## config.mk

```make
export PLATFORM = sky130hd
export DESIGN_NAME = lif_neuron_unit
export DESIGN_NICKNAME = d
export VERILOG_FILES = /design/src/rtl/snn_pkg.sv /design/src/rtl/lif_update.sv /design/src/rtl/lif_neuron_unit.sv
export SDC_FILE = /design/constraint.sdc
export NUM_CORES = 1
export LEC_CHECK = 0
export ABC_AREA = 1
export BUFFER_PORTS_ARGS = -buffer_cell sky130_fd_sc_hd__buf_2
export CAP_MARGIN = 25
export CORE_MARGIN = 2
export CORE_UTILIZATION = 55
export CTS_CLUSTER_DIAMETER = 30
export DETAILED_ROUTE_END_ITERATION = 6
export GPL_ROUTABILITY_DRIVEN = 1
export PLACE_DENSITY_LB_ADDON = 0.2
export SLEW_MARGIN = 40
export SYNTH_ARGS = -nofsm -noshare
export SYNTH_HDL_FRONTEND = slang
export SYNTH_SLANG_ARGS = --single-unit
```

## constraint.sdc

```tcl
create_clock -name clk -period 7.71 [get_ports clk]
set_clock_uncertainty 0.05 [all_clocks]
set_input_delay 1.542 -clock clk [delete_from_list [all_inputs] [get_ports clk]]
set_output_delay 1.542 -clock clk [all_outputs]
set_load 0.05 [all_outputs]
```

## src/rtl/snn_pkg.sv

```systemverilog
// snn_pkg: shared widths, saturation limits and sequencer
// state encoding for the spiking-neuron datapath.
package snn_pkg;

  localparam int DEF_DATA_W = 16;
  localparam int DEF_ADDR_W = 12;

  localparam int SAT_MAX = 32767;
  localparam int SAT_MIN = -32768;

  typedef logic [2:0] state_t;

  localparam logic [2:0] S_IDLE = 3'd0;
  localparam logic [2:0] S_RD   = 3'd1;
  localparam logic [2:0] S_WAIT = 3'd2;
  localparam logic [2:0] S_WR   = 3'd3;
  localparam logic [2:0] S_DONE = 3'd4;

endpackage

```

## src/rtl/lif_update.sv

```systemverilog
// lif_update: leaky integrate-and-fire membrane update.
// Define LIF_SOFT_RESET_EN to subtract threshold on firing.
module lif_update
  import snn_pkg::*;
#(
  parameter int DATA_W = DEF_DATA_W
) (
  input  logic signed [DATA_W-1:0] v,
  input  logic signed [DATA_W-1:0] cur,
  input  logic signed [DATA_W-1:0] threshold,
  input  logic        [3:0]        leak_shift,
  output logic signed [DATA_W-1:0] v_next,
  output logic                     spike
);

  localparam int WW = DATA_W + 2;

  localparam logic signed [WW-1:0] MAX_W =
    WW'(SAT_MAX);
  localparam logic signed [WW-1:0] MIN_W =
    WW'(SAT_MIN);

  function automatic logic signed [DATA_W-1:0] sat(
    input logic signed [WW-1:0] x
  );
    logic signed [DATA_W-1:0] r;
    if (x > MAX_W) begin
      r = DATA_W'(SAT_MAX);
    end else if (x < MIN_W) begin
      r = DATA_W'(SAT_MIN);
    end else begin
      r = x[DATA_W-1:0];
    end
    return r;
  endfunction

  logic signed [WW-1:0]     v_w;
  logic signed [WW-1:0]     i_w;
  logic signed [WW-1:0]     leak_w;
  logic signed [WW-1:0]     sum_w;
  logic signed [DATA_W-1:0] v_sat;
`ifdef LIF_SOFT_RESET_EN
  logic signed [WW-1:0]     diff_w;
`endif

  always_comb begin
    v_w    = {{2{v[DATA_W-1]}}, v};
    i_w    = {{2{cur[DATA_W-1]}}, cur};
    leak_w = v_w >>> leak_shift;
    sum_w  = v_w - leak_w + i_w;
    v_sat  = sat(sum_w);
    spike  = (v_sat >= threshold);
`ifdef LIF_SOFT_RESET_EN
    diff_w = {{2{v_sat[DATA_W-1]}}, v_sat}
           - {{2{threshold[DATA_W-1]}}, threshold};
    v_next = spike ? sat(diff_w) : v_sat;
`else
    v_next = spike ? '0 : v_sat;
`endif
  end

endmodule

```

## src/rtl/lif_neuron_unit.sv

```systemverilog
// lif_neuron_unit: sweeps N neurons per timestep, 3 cycles each.
// Firing behaviour selected by LIF_SOFT_RESET_EN (see lif_update).
module lif_neuron_unit
  import snn_pkg::*;
#(
  parameter int DATA_W = DEF_DATA_W,
  parameter int ADDR_W = DEF_ADDR_W
) (
  input  logic              clk,
  input  logic              reset,
  input  logic              start,
  output logic              done,
  input  logic [ADDR_W-1:0] num_neurons,
  input  logic [DATA_W-1:0] threshold,
  input  logic [3:0]        leak_shift,
  input  logic [ADDR_W-1:0] cur_start_address,
  output logic [ADDR_W-1:0] cur_address,
  input  logic [DATA_W-1:0] cur_readdata,
  input  logic [ADDR_W-1:0] mem_start_address,
  output logic [ADDR_W-1:0] mem_address,
  input  logic [DATA_W-1:0] mem_readdata,
  output logic [DATA_W-1:0] mem_writedata,
  output logic              mem_write_en,
  input  logic [ADDR_W-1:0] spk_start_address,
  output logic [ADDR_W-1:0] spk_address,
  output logic [DATA_W-1:0] spk_writedata,
  output logic              spk_write_en
);

  state_t              state_q, state_d;
  logic [ADDR_W-1:0]   idx_q, idx_d;
  logic [ADDR_W-1:0]   cur_addr_q, cur_addr_d;
  logic [ADDR_W-1:0]   mem_addr_q, mem_addr_d;
  logic [ADDR_W-1:0]   spk_addr_q, spk_addr_d;
  logic [DATA_W-1:0]   mem_wdata_q, mem_wdata_d;
  logic [DATA_W-1:0]   spk_wdata_q, spk_wdata_d;
  logic                mem_we_q, mem_we_d;
  logic                spk_we_q, spk_we_d;

  logic signed [DATA_W-1:0] v_next;
  logic                     spike;
  logic                     last;

  lif_update #(
    .DATA_W     (DATA_W)
  ) u_update (
    .v          (mem_readdata),
    .cur        (cur_readdata),
    .threshold  (threshold),
    .leak_shift (leak_shift),
    .v_next     (v_next),
    .spike      (spike)
  );

  assign last = (idx_q == num_neurons - ADDR_W'(1));

  always_comb begin
    state_d     = state_q;
    idx_d       = idx_q;
    cur_addr_d  = cur_addr_q;
    mem_addr_d  = mem_addr_q;
    spk_addr_d  = spk_addr_q;
    mem_wdata_d = mem_wdata_q;
    spk_wdata_d = spk_wdata_q;
    mem_we_d    = 1'b0;
    spk_we_d    = 1'b0;
    unique case (1'b1)
      (state_q == S_IDLE): begin
        if (start) begin
          idx_d   = '0;
          state_d = (num_neurons == '0) ? S_DONE : S_RD;
        end
      end
      (state_q == S_RD): begin
        cur_addr_d = cur_start_address + idx_q;
        mem_addr_d = mem_start_address + idx_q;
        state_d    = S_WAIT;
      end
      (state_q == S_WAIT): begin
        state_d = S_WR;
      end
      (state_q == S_WR): begin
        mem_we_d    = 1'b1;
        mem_wdata_d = v_next;
        spk_we_d    = 1'b1;
        spk_addr_d  = spk_start_address + idx_q;
        spk_wdata_d = {{(DATA_W-1){1'b0}}, spike};
        idx_d       = idx_q + ADDR_W'(1);
        state_d     = last ? S_DONE : S_RD;
      end
      (state_q == S_DONE): begin
        if (!start) begin
          state_d = S_IDLE;
        end
      end
      default: begin
        state_d = S_IDLE;
      end
    endcase
  end

  always_ff @(posedge clk) begin
    if (reset) begin
      state_q     <= S_IDLE;
      idx_q       <= '0;
      cur_addr_q  <= '0;
      mem_addr_q  <= '0;
      spk_addr_q  <= '0;
      mem_wdata_q <= '0;
      spk_wdata_q <= '0;
      mem_we_q    <= 1'b0;
      spk_we_q    <= 1'b0;
    end else begin
      state_q     <= state_d;
      idx_q       <= idx_d;
      cur_addr_q  <= cur_addr_d;
      mem_addr_q  <= mem_addr_d;
      spk_addr_q  <= spk_addr_d;
      mem_wdata_q <= mem_wdata_d;
      spk_wdata_q <= spk_wdata_d;
      mem_we_q    <= mem_we_d;
      spk_we_q    <= spk_we_d;
    end
  end

  assign done          = (state_q == S_DONE);
  assign cur_address   = cur_addr_q;
  assign mem_address   = mem_addr_q;
  assign spk_address   = spk_addr_q;
  assign mem_writedata = mem_wdata_q;
  assign spk_writedata = spk_wdata_q;
  assign mem_write_en  = mem_we_q;
  assign spk_write_en  = spk_we_q;

endmodule

```

### Word level (Yosys, flattened, before mapping)

Index checks and enable logic that the tools add are counted.
Widths: inputs -> output; s select.

| storage, ports and cells | value |
|---|---|
| flip-flop bits (word level) | 69 |
| input bits | 103 |
| output and inout port bits | 71 |
| logic and storage cells | 42 |

| operators by class | value |
|---|---|
| add/sub/neg operators | 7 |
| order comparisons | 3 |
| equality and inequality tests | 7 |
| shifts and indexed selects | 1 |
| mux-type cells | 11 |
| reductions and logical operators | 5 |

Operator list:

| kind | count |
|---|---|
| $mux 16 | 3 |
| $add 12x12->12 | 3 |
| $pmux 12 s2 | 1 |
| $add 18x16->18 | 1 |
| $gt 18x16->1 const B | 1 |
| $lt 18x16->1 const B | 1 |
| $sshr 16x4->18 | 1 |
| $sub 16x18->18 | 1 |
| $ge 16x16->1 | 1 |
| $pmux 3 s5 | 1 |
| $add 12x1->12 const B | 1 |
| $eq 12x12->1 | 1 |
| $logic_not 12->1 | 1 |
| $mux 12 | 1 |
| $mux 3 | 4 |
| $sub 12x1->12 const B | 1 |
| $eq 3x2->1 const B | 2 |
| $ne 2x2->1 const B | 2 |
| $reduce_and 2->1 | 2 |
| $eq 3x1->1 const B | 1 |
| $eq 3x3->1 const B | 1 |
| $logic_not 3->1 | 1 |
| $reduce_bool 2->1 | 1 |
| $mux 1 | 1 |

### Logic depth before layout (Yosys ltp)

Gate-level depths: netlist (run 1).

| logic depth | value |
|---|---|
| depth in word-level cells | 8 |
| mapped depth | 39 |
| depth with buffers taken out | 37 |

### By module

A second synthesis (run 1) with hierarchy kept.

| second synthesis, totals | value |
|---|---|
| cell total of the unflattened synthesis | 1188 |
| area, all modules | 7633.6 um^2 |

By module, submodules not included:

| module | times used | cells an instance | area each (um^2) | sequential area each (um^2) |
|---|---|---|---|---|
| lif_neuron_unit | 1 | 685 | 4732.0 | 1381.3 |
| lif_update | 1 | 503 | 2901.5 | 0.0 |

### Worst setup path before layout (run 1)

Ideal clock, no wire load.

| timing path | value |
|---|---|
| path type | input port to flip-flop |
| start | in leak_shift[0] |
| end | reg mem_wdata_q[0] (netlist: mem_writedata[0]) |
| library setup time | 0.070 ns |
| arrival time | 5.678 ns |
| data required time | 7.590 ns |
| path slack | 1.911 ns |
| stages | 32 |
| path buffers | 3 |
| cells stage by stage | clkbuf_1 > o21ai_0 > mux2i_1 > nand2_1 > o21ai_0 > o21ai_0 > fa_1 > inv_1 > fa_1 > nand3_1 > nand2_2 > nand2_1 > nand2_2 > nand2_2 > nand2_1 > nand2_1 > nand2_1 > o21ai_2 > buf_6 > nand2_2 > ha_1 > nand2_1 > o21ai_0 > nand2_1 > nand3_1 > nand2_1 > nand3_1 > nand3_1 > nor2_2 > buf_2 > nand2_1 > a21oi_1 |

| on the way | value |
|---|---|
| longest elaborated chain between the ends | 8 |
| elaborated cells between the ends (all ways) | 9 |
| those cells by class | 2 x add/sub; 3 x order compare; 1 x shift; 3 x mux |

Ends and longest elaborated chain:

| item | line | text |
|---|---|---|
| start: declaration | lif_neuron_unit.sv:15 | `input logic [3:0] leak_shift,` |
| $sshr 16x4->18 * | lif_update.sv:49 | `leak_w = v_w >>> leak_shift;` |
| $sub 16x18->18 * | lif_update.sv:50 | `sum_w = v_w - leak_w + i_w;` |
| $add 18x16->18 * | lif_update.sv:50 |  |
| $lt 18x16->1 | lif_update.sv:29 | `end else if (x < MIN_W) begin` |
| $mux 16 | lif_update.sv:29 |  |
| $mux 16 * | lif_update.sv:27 | `if (x > MAX_W) begin` |
| $ge 16x16->1 | lif_update.sv:52 | `spike = (v_sat >= threshold);` |
| $mux 16 * | lif_update.sv:58 | `v_next = spike ? '0 : v_sat;` |
| end signal: assignment | lif_neuron_unit.sv:119 | `mem_wdata_q <= mem_wdata_d;` |
| end: declaration | lif_neuron_unit.sv:35 | `logic [DATA_W-1:0] mem_wdata_q, mem_wdata_d;` |

Mark *: on every way between the ends. The rest lies on a longest branch, timed or not.
A chain may end at the register's enable or synchronous reset.

### Worst setup path after layout (run 1)

| timing path | value |
|---|---|
| start | in leak_shift[0] |
| end | reg mem_wdata_q[7] (netlist: mem_writedata[7]) |

The elaborated chain is that of the path after synthesis.

==> out/metrics.cfg, run 1 <==
[outcome]
outcome = complete, no violations

[pwr]
p_leak_uw = 0.00490
power_density_nw_per_um2 = 202
max-vdd-ir-drop_mv = 0.225

[yosys]
ys_seq_area_frac = 0.186
yosysWarningCount = 0
synthCells = 1167
synth_area_per_cell_sq_um = 6.37
yosys_register_bits = 69
synth.distinct_cells = 45
syn_area_sq_um = 7430

[grt]
antenna_found_initial = 2
grtUsageTotal = 0.286
overflow = 0
grt_pass1_wl_um = 33500
grt_pass1_vias = 7240
grt_max_degree = 42

[job]
max_cap_violations = 0

[clocking]
clkSlewWorstSetupHoldPaths_ns = 0.05
root_buffer = clkbuf_16
ctsLongestPathBuffers = 2
cts_tree = built
htreeDepth = 3
cts_made_buffers = 9
postCtsSetupBuffers = 0
insertion_delay_ns = 0.34
cts_resized = 0
hold_buffers = 0
cts_sinks = 69

[finish]
nets = 1504
drive_gt1_frac = 0.159
utilization = 0.649
layout_common_cells = nand2_1, inv_1, buf_2, o21ai_0, a21oi_1
area_delta_synth_final_pct = 15.6
final_common_cell = nand2_1

[worst_setup_path]
worstPathMaxFanout = 30
cp-end-kind = flop
max_stage_delay_ns = 0.62
r2r_cells = 11
path_class = in2reg
crit_arrival_ns = 6.74
crit_required_ns = 7.92
critPathBufInv = 3
crit_top_cell = nand2_1
cp_top_family = compound AO/OA/AOI/OAI gates
start_kind = input pin
crit_path_top_delay_cell = nor2_2
cp.depth = 28

[die]
num_rows = 42
die_h_um = 120
ios = 174
start_util = 0.561
core_sq_um = 13200
fp.dieW_um = 120
die_area_sq_um = 14500

[sta]
min_period_ns = 6.54
worst_slew_pin_slew_ns = 0.758
setup_viol = 0
hold_viol = 0
fmax_mhz = 153
finalSetupTns_ns = 0
drv_slew = 0
rsz0062_at_grt = false
fin_crit_sh = 0.848
maxSlewHeadroom = 0.494

[drt]
drt_iter0_markers = 545
wire_per_inst_um = 13.6
wl_um = 20300
drt-vias-per-instance = 5.22
ant_nets = 0
drc = 0
vias = 7778
firstDrtPassIters = 5

[placement]
dpl.hpwl_um = 16100
place.gp.congestion = 0.997
port_buffers = 158

[hold_path]
hp-class = reg2reg
worstHoldPathCells = 2

## report_power, final
part	switching, uW	internal [uW]
logic	608	303
registers	17.7	388
clock network	147	273
total	772	964
## path summary, 6_finish.rpt
| check | startpoint | slack (ns) | to |
|---|---|---|---|
| worst max register to register | idx_q[2] | 5.50 | mem_address[9] |
| worst min-delay path | mem_writedata[8] | 0.41 | mem_writedata[8] |
| worst max-delay path | leak_shift[0] | 1.17 | mem_writedata[7] |
| worst min register to register | mem_writedata[8] | 0.41 | mem_writedata[8] |
## metal layers
metal	routed length, um	share of wire	track usage
met5	12	0.00059	0
met4	327	0.016	0.0749
met3	1550	0.076	0.0538
met2	9100	0.45	0.479
met1	9330	0.46	0.380
## synth_stat cells
| cell type | instances | share of area |
|---|---|---|
| o22ai_1 | 2 | 0.0017 |
| nor3_1 | 12 | 0.0081 |
| a21boi_0 | 1 | 0.0010 |
| o21bai_1 | 19 | 0.019 |
| fa_1 | 18 | 0.049 |
| nand2_2 | 18 | 0.015 |
| nor4_1 | 2 | 0.0017 |
| dfxtp_1 | 69 | 0.19 |
| or2_2 | 4 | 0.0034 |
| mux2i_1 | 6 | 0.0081 |
| ha_1 | 72 | 0.12 |
| o21ai_2 | 1 | 0.0012 |
| o211a_1 | 1 | 0.0013 |
| nand3b_1 | 4 | 0.0040 |
| o31ai_1 | 3 | 0.0030 |
| inv_2 | 3 | 0.0015 |
| a32o_1 | 1 | 0.0013 |
| nor2_1 | 76 | 0.038 |
| nand3_2 | 2 | 0.0027 |
| o21a_1 | 2 | 0.0020 |
| a211oi_1 | 3 | 0.0030 |
| a21oi_1 | 80 | 0.054 |
| inv_1 | 221 | 0.11 |
| and3_1 | 4 | 0.0034 |
| conb_1 | 1 | 0.00050 |
| xnor2_1 | 15 | 0.018 |
| buf_4 | 16 | 0.016 |
| nand2_4 | 1 | 0.0015 |
| and2_1 | 1 | 0.00084 |
| o221ai_1 | 5 | 0.0059 |
| a21oi_2 | 1 | 0.0012 |
| clkbuf_1 | 23 | 0.012 |
| nand3_1 | 54 | 0.036 |
| buf_6 | 1 | 0.0015 |
| a31oi_1 | 5 | 0.0042 |
| nor2_2 | 3 | 0.0025 |
| buf_8 | 1 | 0.0020 |
| o211ai_1 | 11 | 0.011 |
| buf_2 | 2 | 0.0013 |
| a21o_1 | 3 | 0.0030 |
| o21ai_0 | 95 | 0.064 |
| nand4_1 | 14 | 0.012 |
| a221oi_1 | 1 | 0.0012 |
| xor2_1 | 26 | 0.031 |
| nand2_1 | 264 | 0.13 |
## logic make-up after synthesis
| family | synth area share |
|---|---|
| flops | 0.186 |
| xor+xnor | 0.0483 |
| mux | 0.00808 |
| buf+inv | 0.146 |
| compound gates | 0.178 |
| fa+ha+maj | 0.170 |
| other cells | 0.000505 |
| simple gates | 0.263 |
## sequential cells by signal, summed over array words and instances (netlist names)
signal / cells
spk_write_en: 1
cur_address: 12
state_q: 3
mem_address: 12
spk_address: 12
idx_q: 12
spk_writedata: 1
mem_writedata: 16
## layout make-up
cell class,instances,area (sq um)
clock buffer,13,270
tap,176,220
timing repair buffer,162,821
inverter,224,841
fill,1260,4650
multi-input combinational,845,5020
antenna,1,2.50
sequential,69,1380
clock inverter,1,30.0
## metrics by stage
| step | area, sq um | worst slack [ns] | hold slack [ns] | total power, uW | cells |
|---|---|---|---|---|---|
| 6_report | 8590 | 1.17 | 0.415 | 1740 | 1491 |
| 3_5_place_dp | 8290 | 0.972 | 0.408 | 1310 | 1476 |
| 5_1_grt | 8590 | 0.740 | 0.426 | 1870 | 1491 |
| 4_1_cts | 8590 | 1.32 | 0.417 | 1740 | 1490 |
| 3_3_place_gp | 8290 | 1.05 | 0.405 | 1300 | 1476 |
| 2_1_floorplan | 7480 | 1.91 | 0.423 | 1120 | 1181 |
## worst register-to-register path, stage by stage, from the launching register on
cell	delay (ns)
dfxtp_1	0.42
ha_1	0.40
nand3_1	0.10
nand2_1	0.14
a21oi_1	0.11
o21ai_0	0.31
inv_1	0.10
o21bai_1	0.16
xor2_1	0.18
nand2_1	0.06
nand2_1	0.07
inv_1	0.03
(Power assumes the default switching activity.)
==> run 2, diff against run 1 <==
--- a/config.mk
+++ b/config.mk
@@ -9,7 +9,7 @@
 export BUFFER_PORTS_ARGS = -buffer_cell sky130_fd_sc_hd__buf_2
 export CAP_MARGIN = 25
 export CORE_MARGIN = 2
-export CORE_UTILIZATION = 55
+export CORE_UTILIZATION = 51
 export CTS_CLUSTER_DIAMETER = 30
 export DETAILED_ROUTE_END_ITERATION = 6
 export GPL_ROUTABILITY_DRIVEN = 1
==> constraint.sdc (replaced) <==
create_clock -name clk -period 6 [get_ports clk]
set_clock_uncertainty 0.05 [all_clocks]
set_input_delay 1.2 -clock clk [delete_from_list [all_inputs] [get_ports clk]]
set_output_delay 1.2 -clock clk [all_outputs]
set_load 0.05 [all_outputs]
==> run 2 against run 1 <==
  * Clock power increased by 48%
  * Wire length increased by 2.3%
  * Sequential power increased by 28%
  * Cell count increased by 4.0%
  * Via count increased by 2.2%
  * Cell area increased by 5.2%
  * Worst setup slack got worse by 0.78 ns
  * First-iteration DRC count decreased by 24%
  * Count of clock-buffer cells in the layout decreased by 4
  * Total power increased by 45%
  * Global-route usage decreased by 1.7 points
==> out/metrics.cfg, run 2 (same netlist as run 1, synthesis figures left out) <==
[pwr]
totalPowerFinal_uw = 2510  ; +45%
max-vdd-ir-drop_mv = 0.242  ; +7.6%
switching_share = 0.421  ; -0.0234
power.share.clock = 0.247  ; +0.005
p_int_uw = 1450  ; +51%
p_sw_uw = 1060  ; +37%
power_density_nw_per_um2 = 278  ; +38%
p_leak_uw = 0.00515  ; +5.0%
combinationalPowerShare = 0.546  ; +0.022
seqPwrFrac = 0.207  ; -0.027

[job]
max_cap_violations = 0  ; unchanged

[die]
die_h_um = 125  ; +3.7%
num_rows = 44  ; +4.8%
fp.dieW_um = 125  ; +3.7%
start_util = 0.517  ; -0.0440
ios = 174  ; unchanged
core_sq_um = 14400  ; +8.5%
die_area_sq_um = 15500  ; +7.6%

[worst_setup_path]
worstPathMaxFanout = 17  ; -43%
cp-end-kind = flop
crit_arrival_ns = 5.77  ; -0.97 ns
crit_required_ns = 6.17  ; -1.75 ns
crit_top_cell = nand2_1
path_class = in2reg
start_kind = input pin
max_stage_delay_ns = 0.52  ; -0.10 ns
crit_path_top_delay_cell = fa_1

[clocking]
cts_sinks = 69  ; unchanged
clkSlewWorstSetupHoldPaths_ns = 0.06  ; about the same
root_buffer = clkbuf_16
cts_made_buffers = 9  ; unchanged
ctsLongestPathBuffers = 2  ; unchanged
cts_tree = built
insertion_delay_ns = 0.34  ; about the same
htreeDepth = 3  ; unchanged

[finish]
nets = 1551  ; +3.1%
largest_register_ffs = 16  ; unchanged
drive_gt1_frac = 0.191  ; +0.0317
area_delta_synth_final_pct = 21.6
final_common_cell = nand2_1
utilization = 0.629  ; -0.0198
layout_common_cells = nand2_1, inv_1, buf_2, o21ai_0, a21oi_1

[outcome]
outcome = complete, no violations

[drt]
wl_um = 20800  ; +2.3%
ant_nets = 0  ; unchanged
drt-vias-per-instance = 5.13  ; -1.7%
drt_iter0_markers = 416  ; -24%
firstDrtPassIters = 5  ; unchanged
wire_per_inst_um = 13.4  ; -1.6%
drc = 0  ; unchanged
vias = 7949  ; +2.2%

[placement]
place.gp.congestion = 0.956  ; -4.2%
dpl.hpwl_um = 16700  ; +3.6%
port_buffers = 158  ; unchanged

[sta]
min_period_ns = 5.61
worst_slew_pin_slew_ns = 0.678  ; -0.0804 ns
fin_crit_sh = 0.935
rsz0062_at_grt = false
drv_slew = 0  ; unchanged
fmax_mhz = 178
maxSlewHeadroom = 0.548  ; +0.0535
hold_viol = 0  ; unchanged
setup_viol = 0  ; unchanged

[grt]
grt_pass1_vias = 7537  ; +4.1%
grt_pass1_wl_um = 34700  ; +3.6%
overflow = 0  ; unchanged
grtUsageTotal = 0.269  ; -0.0170
antenna_found_initial = 3  ; +1
grt_max_degree = 42  ; unchanged

[hold_path]
hp-class = reg2reg

[run 2: cell types whose count changed in the layout (fill, tap and decap cells not counted)]
cell / previous run / this run
diode_2: 1 / 3
inv_1: 221 / 220
inv_6: 0 / 1
clkbuf_8: 3 / 0
bufinv_16: 1 / 3
inv_2: 3 / 4
clkinv_4: 0 / 1
clkbuf_1: 1 / 0
nor2_2: 3 / 2
buf_4: 4 / 49
nor2_4: 0 / 1
clkinvlp_4: 0 / 2
buf_12: 0 / 2
[run 2: worst max-delay path: cells and delay by family]
family                     cells  cell delay, ns
buffers and inverters          8            0.95
adders and majority gates      3            1.17
AOI/OAI and AO/OA              7            1.18
and+or+nand+nor               14            1.26
[run 2: power groups by stage]
stage | registers (uW) | logic, uW | clock network [uW]
2_1_floorplan | 653 | 782 | 0
3_3_place_gp | 529 | 1350 | 0
3_5_place_dp | 530 | 1350 | 0
4_1_cts | 520 | 1370 | 630
5_1_grt | 525 | 1540 | 648
6_report | 520 | 1370 | 621
[run 2: layer usage]
layer | track usage | vias to the layer above | wire length (um)
li1 | - | 4100 | -
met1 | 0.347 | 3539 | 9260
met2 | 0.450 | 275 | 9440
met3 | 0.0541 | 35 | 1540
met4 | 0.0912 | 0 | 554
met5 | 0 | - | 0
[run 2: timing repair]
action,4_1_cts,5_1_grt
hold endpoints to repair,0,0
hold buffers,0,0
setup endpoints to repair,0,17
buffers inserted,0,1
gates resized for setup,0,1
[run 2: cell type report]
class,count,area [sq um]
flip-flops and latches,69,1380
clock buffers,9,225
inverters,224,841
clock inverters,7,123
well taps,184,230
fillers,1394,5340
repair buffers,209,1200
multi-input cells,845,5030
diodes,3,7.51
[run 2: path summary, 6_finish.rpt]
kind / start / to / slack (ns) / cells past startpoint
worst max-delay path: leak_shift[0] / mem_writedata[5] / 0.39 / 32
worst max register to register: idx_q[2] / mem_address[9] / 3.80 / 11
worst min-delay path: mem_writedata[6] / mem_writedata[6] / 0.41 / 2
worst min register to register: mem_writedata[6] / mem_writedata[6] / 0.41 / 2
[run 2: through the flow]
step           instance area [sq um]  worst slack [ns]  instances  hold WS (ns)  TNS [ns]
2_1_floorplan                   7480             0.543       1181         0.423         0
3_3_place_gp                    8650           -0.0945       1530         0.403     -1.48
3_5_place_dp                    8650            -0.148       1530         0.405     -1.89
4_1_cts                         9000             0.171       1546         0.414         0
5_1_grt                         9030            0.0287       1550         0.430         0
6_report                        9030             0.392       1550         0.413         0
==> run 3, diff against run 2 <==
==> constraint.sdc (replaced) <==
create_clock -name clk -period 4.75 [get_ports clk]
set_clock_uncertainty 0.05 [all_clocks]
set_input_delay 0.95 -clock clk [delete_from_list [all_inputs] [get_ports clk]]
set_output_delay 0.95 -clock clk [all_outputs]
set_load 0.05 [all_outputs]
==> run 3 against run 2 <==
  * The flow now finishes with violations (negative setup slack)
  * Critical path depth did not move
  * Critical endpoint is now mem_writedata[11]
  * Via count increased by 5.2%
  * Largest power group unchanged
  * Sequential cell count stayed put
  * Cell count increased by 3.6%
  * Highest routed layer unchanged
  * Die area did not move
==> out/metrics.cfg, run 3 (same netlist as run 1, synthesis figures left out) <==
[worst_setup_path]
worstPathMaxFanout = 7  ; -10
path_class = in2reg
crit_required_ns = 4.91  ; -1.26 ns
start_kind = input pin
r2r_cells = 11  ; unchanged
rr_startpoint = idx_q[2]
r2r_end = mem_address[9]
crit_path_top_delay_cell = fa_1
crit_arrival_ns = 5.18  ; -0.59 ns
crit_path_end = mem_writedata[11]
crit_start = leak_shift[0]
cp-end-kind = flop
ff2ff_setup_slack_ns = 2.54  ; -1.26 ns
max_stage_delay_ns = 0.53  ; about the same

[clocking]
clkSlewWorstSetupHoldPaths_ns = 0.06  ; about the same
cts_sinks = 69  ; unchanged
cts_tree = built
htreeDepth = 3  ; unchanged
ctsLongestPathBuffers = 2  ; unchanged
insertion_delay_ns = 0.34  ; about the same
root_buffer = clkbuf_16
cts_made_buffers = 9  ; unchanged

[finish]
area_delta_synth_final_pct = 39.4
largest_register_ffs = 16  ; unchanged
diodes = 0  ; -3
final_common_cell = nand2_1
fin_area_sq_um = 10400  ; +15%
nets = 1611  ; +3.9%
drive_gt1_frac = 0.325  ; +0.134
layout_common_cells = nand2_1, inv_1, buf_2, buf_4, nor2_1

[drt]
drc = 0  ; unchanged
drt-vias-per-instance = 5.21  ; +1.5%
drt_iter0_markers = 505  ; +21%
ant_nets = 0  ; unchanged
wl_um = 22600  ; +8.7%
firstDrtPassIters = 5  ; unchanged
wire_per_inst_um = 14.1  ; +4.9%
vias = 8363  ; +5.2%

[sta]
worst_slew_pin_slew_ns = 0.650  ; -0.0278 ns
hold_viol = 0  ; unchanged
fin_crit_sh = 1.06
rsz0062_at_grt = true
setup_viol = 17  ; +17
maxSlewHeadroom = 0.566  ; +0.0187
hold_ws_ns = 0.413  ; -0.000111 ns
min_period_ns = 5.03
drv_slew = 0  ; unchanged
fin_ws_ns = -0.275  ; -0.667 ns
fmax_mhz = 199

[placement]
place_area_sq_um = 9350  ; +8.0%
pre_cts_slack_ns = -0.812  ; -0.664 ns
place.gp.congestion = 0.945  ; -1.1%
port_buffers = 158  ; unchanged
dpl.hpwl_um = 16900  ; +1.3%

[grt]
overflow = 0  ; unchanged
grt_max_degree = 37  ; -12%
grtUsageTotal = 0.282  ; +0.0128
grt_pass1_wl_um = 36500  ; +5.1%
antenna_found_initial = 0  ; -3
grt_pass1_vias = 8136  ; +7.9%

[die]
start_util = 0.517  ; unchanged
num_rows = 44  ; unchanged
core_sq_um = 14400  ; unchanged
die_area_sq_um = 15500  ; unchanged
ios = 174  ; unchanged
fp.dieW_um = 125  ; unchanged
die_h_um = 125  ; unchanged

[hold_path]
hp-class = reg2reg

[pwr]
p_leak_uw = 0.00555  ; +7.7%
seqPwrFrac = 0.179  ; -0.028
p_int_uw = 2060  ; +41%
combinationalPowerShare = 0.654  ; +0.108
power_density_nw_per_um2 = 353  ; +27%
switching_share = 0.438  ; +0.0162
totalPowerFinal_uw = 3660  ; +46%
max-vdd-ir-drop_mv = 0.270  ; +11%
p_sw_uw = 1600  ; +51%
power.share.clock = 0.167  ; -0.080

[job]
max_cap_violations = 0  ; unchanged

[outcome]
failed_checks = negative setup slack
outcome = finished with violations

run 3: changes by cell type in the layout (fill, tap and decap cells not counted), moves of 13 or more:
cell     delta
o21ai_2    +16
ha_4       +26
inv_1      -14
o21ai_0    -36
buf_4      +49
ha_1       -27
a21oi_1    -17
nand2_4    +13
nand2_2    +34
nand2_1    -47
a21oi_2    +15
run 3: area by class of cell:
cell class              count  area [sq um]
multi-input cells         846          5890
fillers                  1181          4010
repair buffers            267          1740
flip-flops and latches     69          1380
inverters                 224           850
clock buffers              13           250
well taps                 184           230
clock inverters             2          10.0
repair inverters            1          7.51
run 3: worst min path at each step:
stage                      startpoint           endpoint  slack (ns)  cells after the start
finish               mem_writedata[6]   mem_writedata[6]        0.41                      2
global route        mem_writedata[13]  mem_writedata[13]        0.42                      2
CTS                 mem_writedata[13]  mem_writedata[13]        0.41                      2
detailed placement   mem_writedata[2]   mem_writedata[2]        0.41                      2
global placement    mem_writedata[12]  mem_writedata[12]        0.40                      2
floorplan                  state_q[1]         state_q[0]        0.42                      2
run 3: critical path, delay by kind of cell:
family                   cells  cell delay (ns)
AND/OR/NAND/NOR             16             1.40
AO/OA/AOI/OAI                6             0.68
adder cells (fa/ha/maj)      3             1.15
buffers and inverters        6             0.78
multiplexers                 1             0.21
run 3: repair_timing:
action	4_1_cts	5_1_grt
cloned	3	1
buffers inserted	8	3
pin swaps	23	26
gates resized for setup	108	61
hold endpoints to repair	0	0
endpoints found under the setup margin	17	17
hold buffers	0	0
run 3: metrics by stage:
stage | instances | util | setup TNS [ns]
after global routing | 1606 | 0.721 | -9.04
after global placement | 1577 | 0.650 | -11.10
final | 1606 | 0.721 | -4.28
after detailed placement | 1577 | 0.650 | -13.14
after CTS | 1602 | 0.702 | -0.0370
after floorplan | 1181 | - | -0.504
run 3: per-layer routing:
metal / share of wire / vias to the layer above / routed length, um / track usage
met5: 0 / - / 0 / 0
met4: 0.026 / 0 / 597 / 0.0866
met3: 0.055 / 56 / 1240 / 0.0438
met2: 0.51 / 276 / 11500 / 0.530
met1: 0.41 / 3796 / 9290 / 0.326
li1: - / 4235 / - / -
run 3: power groups by stage:
stage	Clock, uW	Combinational [uW]	Sequential, uW
after global routing	644	2620	661
after CTS	622	2190	655
after detailed placement	0	2030	666
after floorplan	0	1160	825
final	612	2390	655
after global placement	0	1990	665
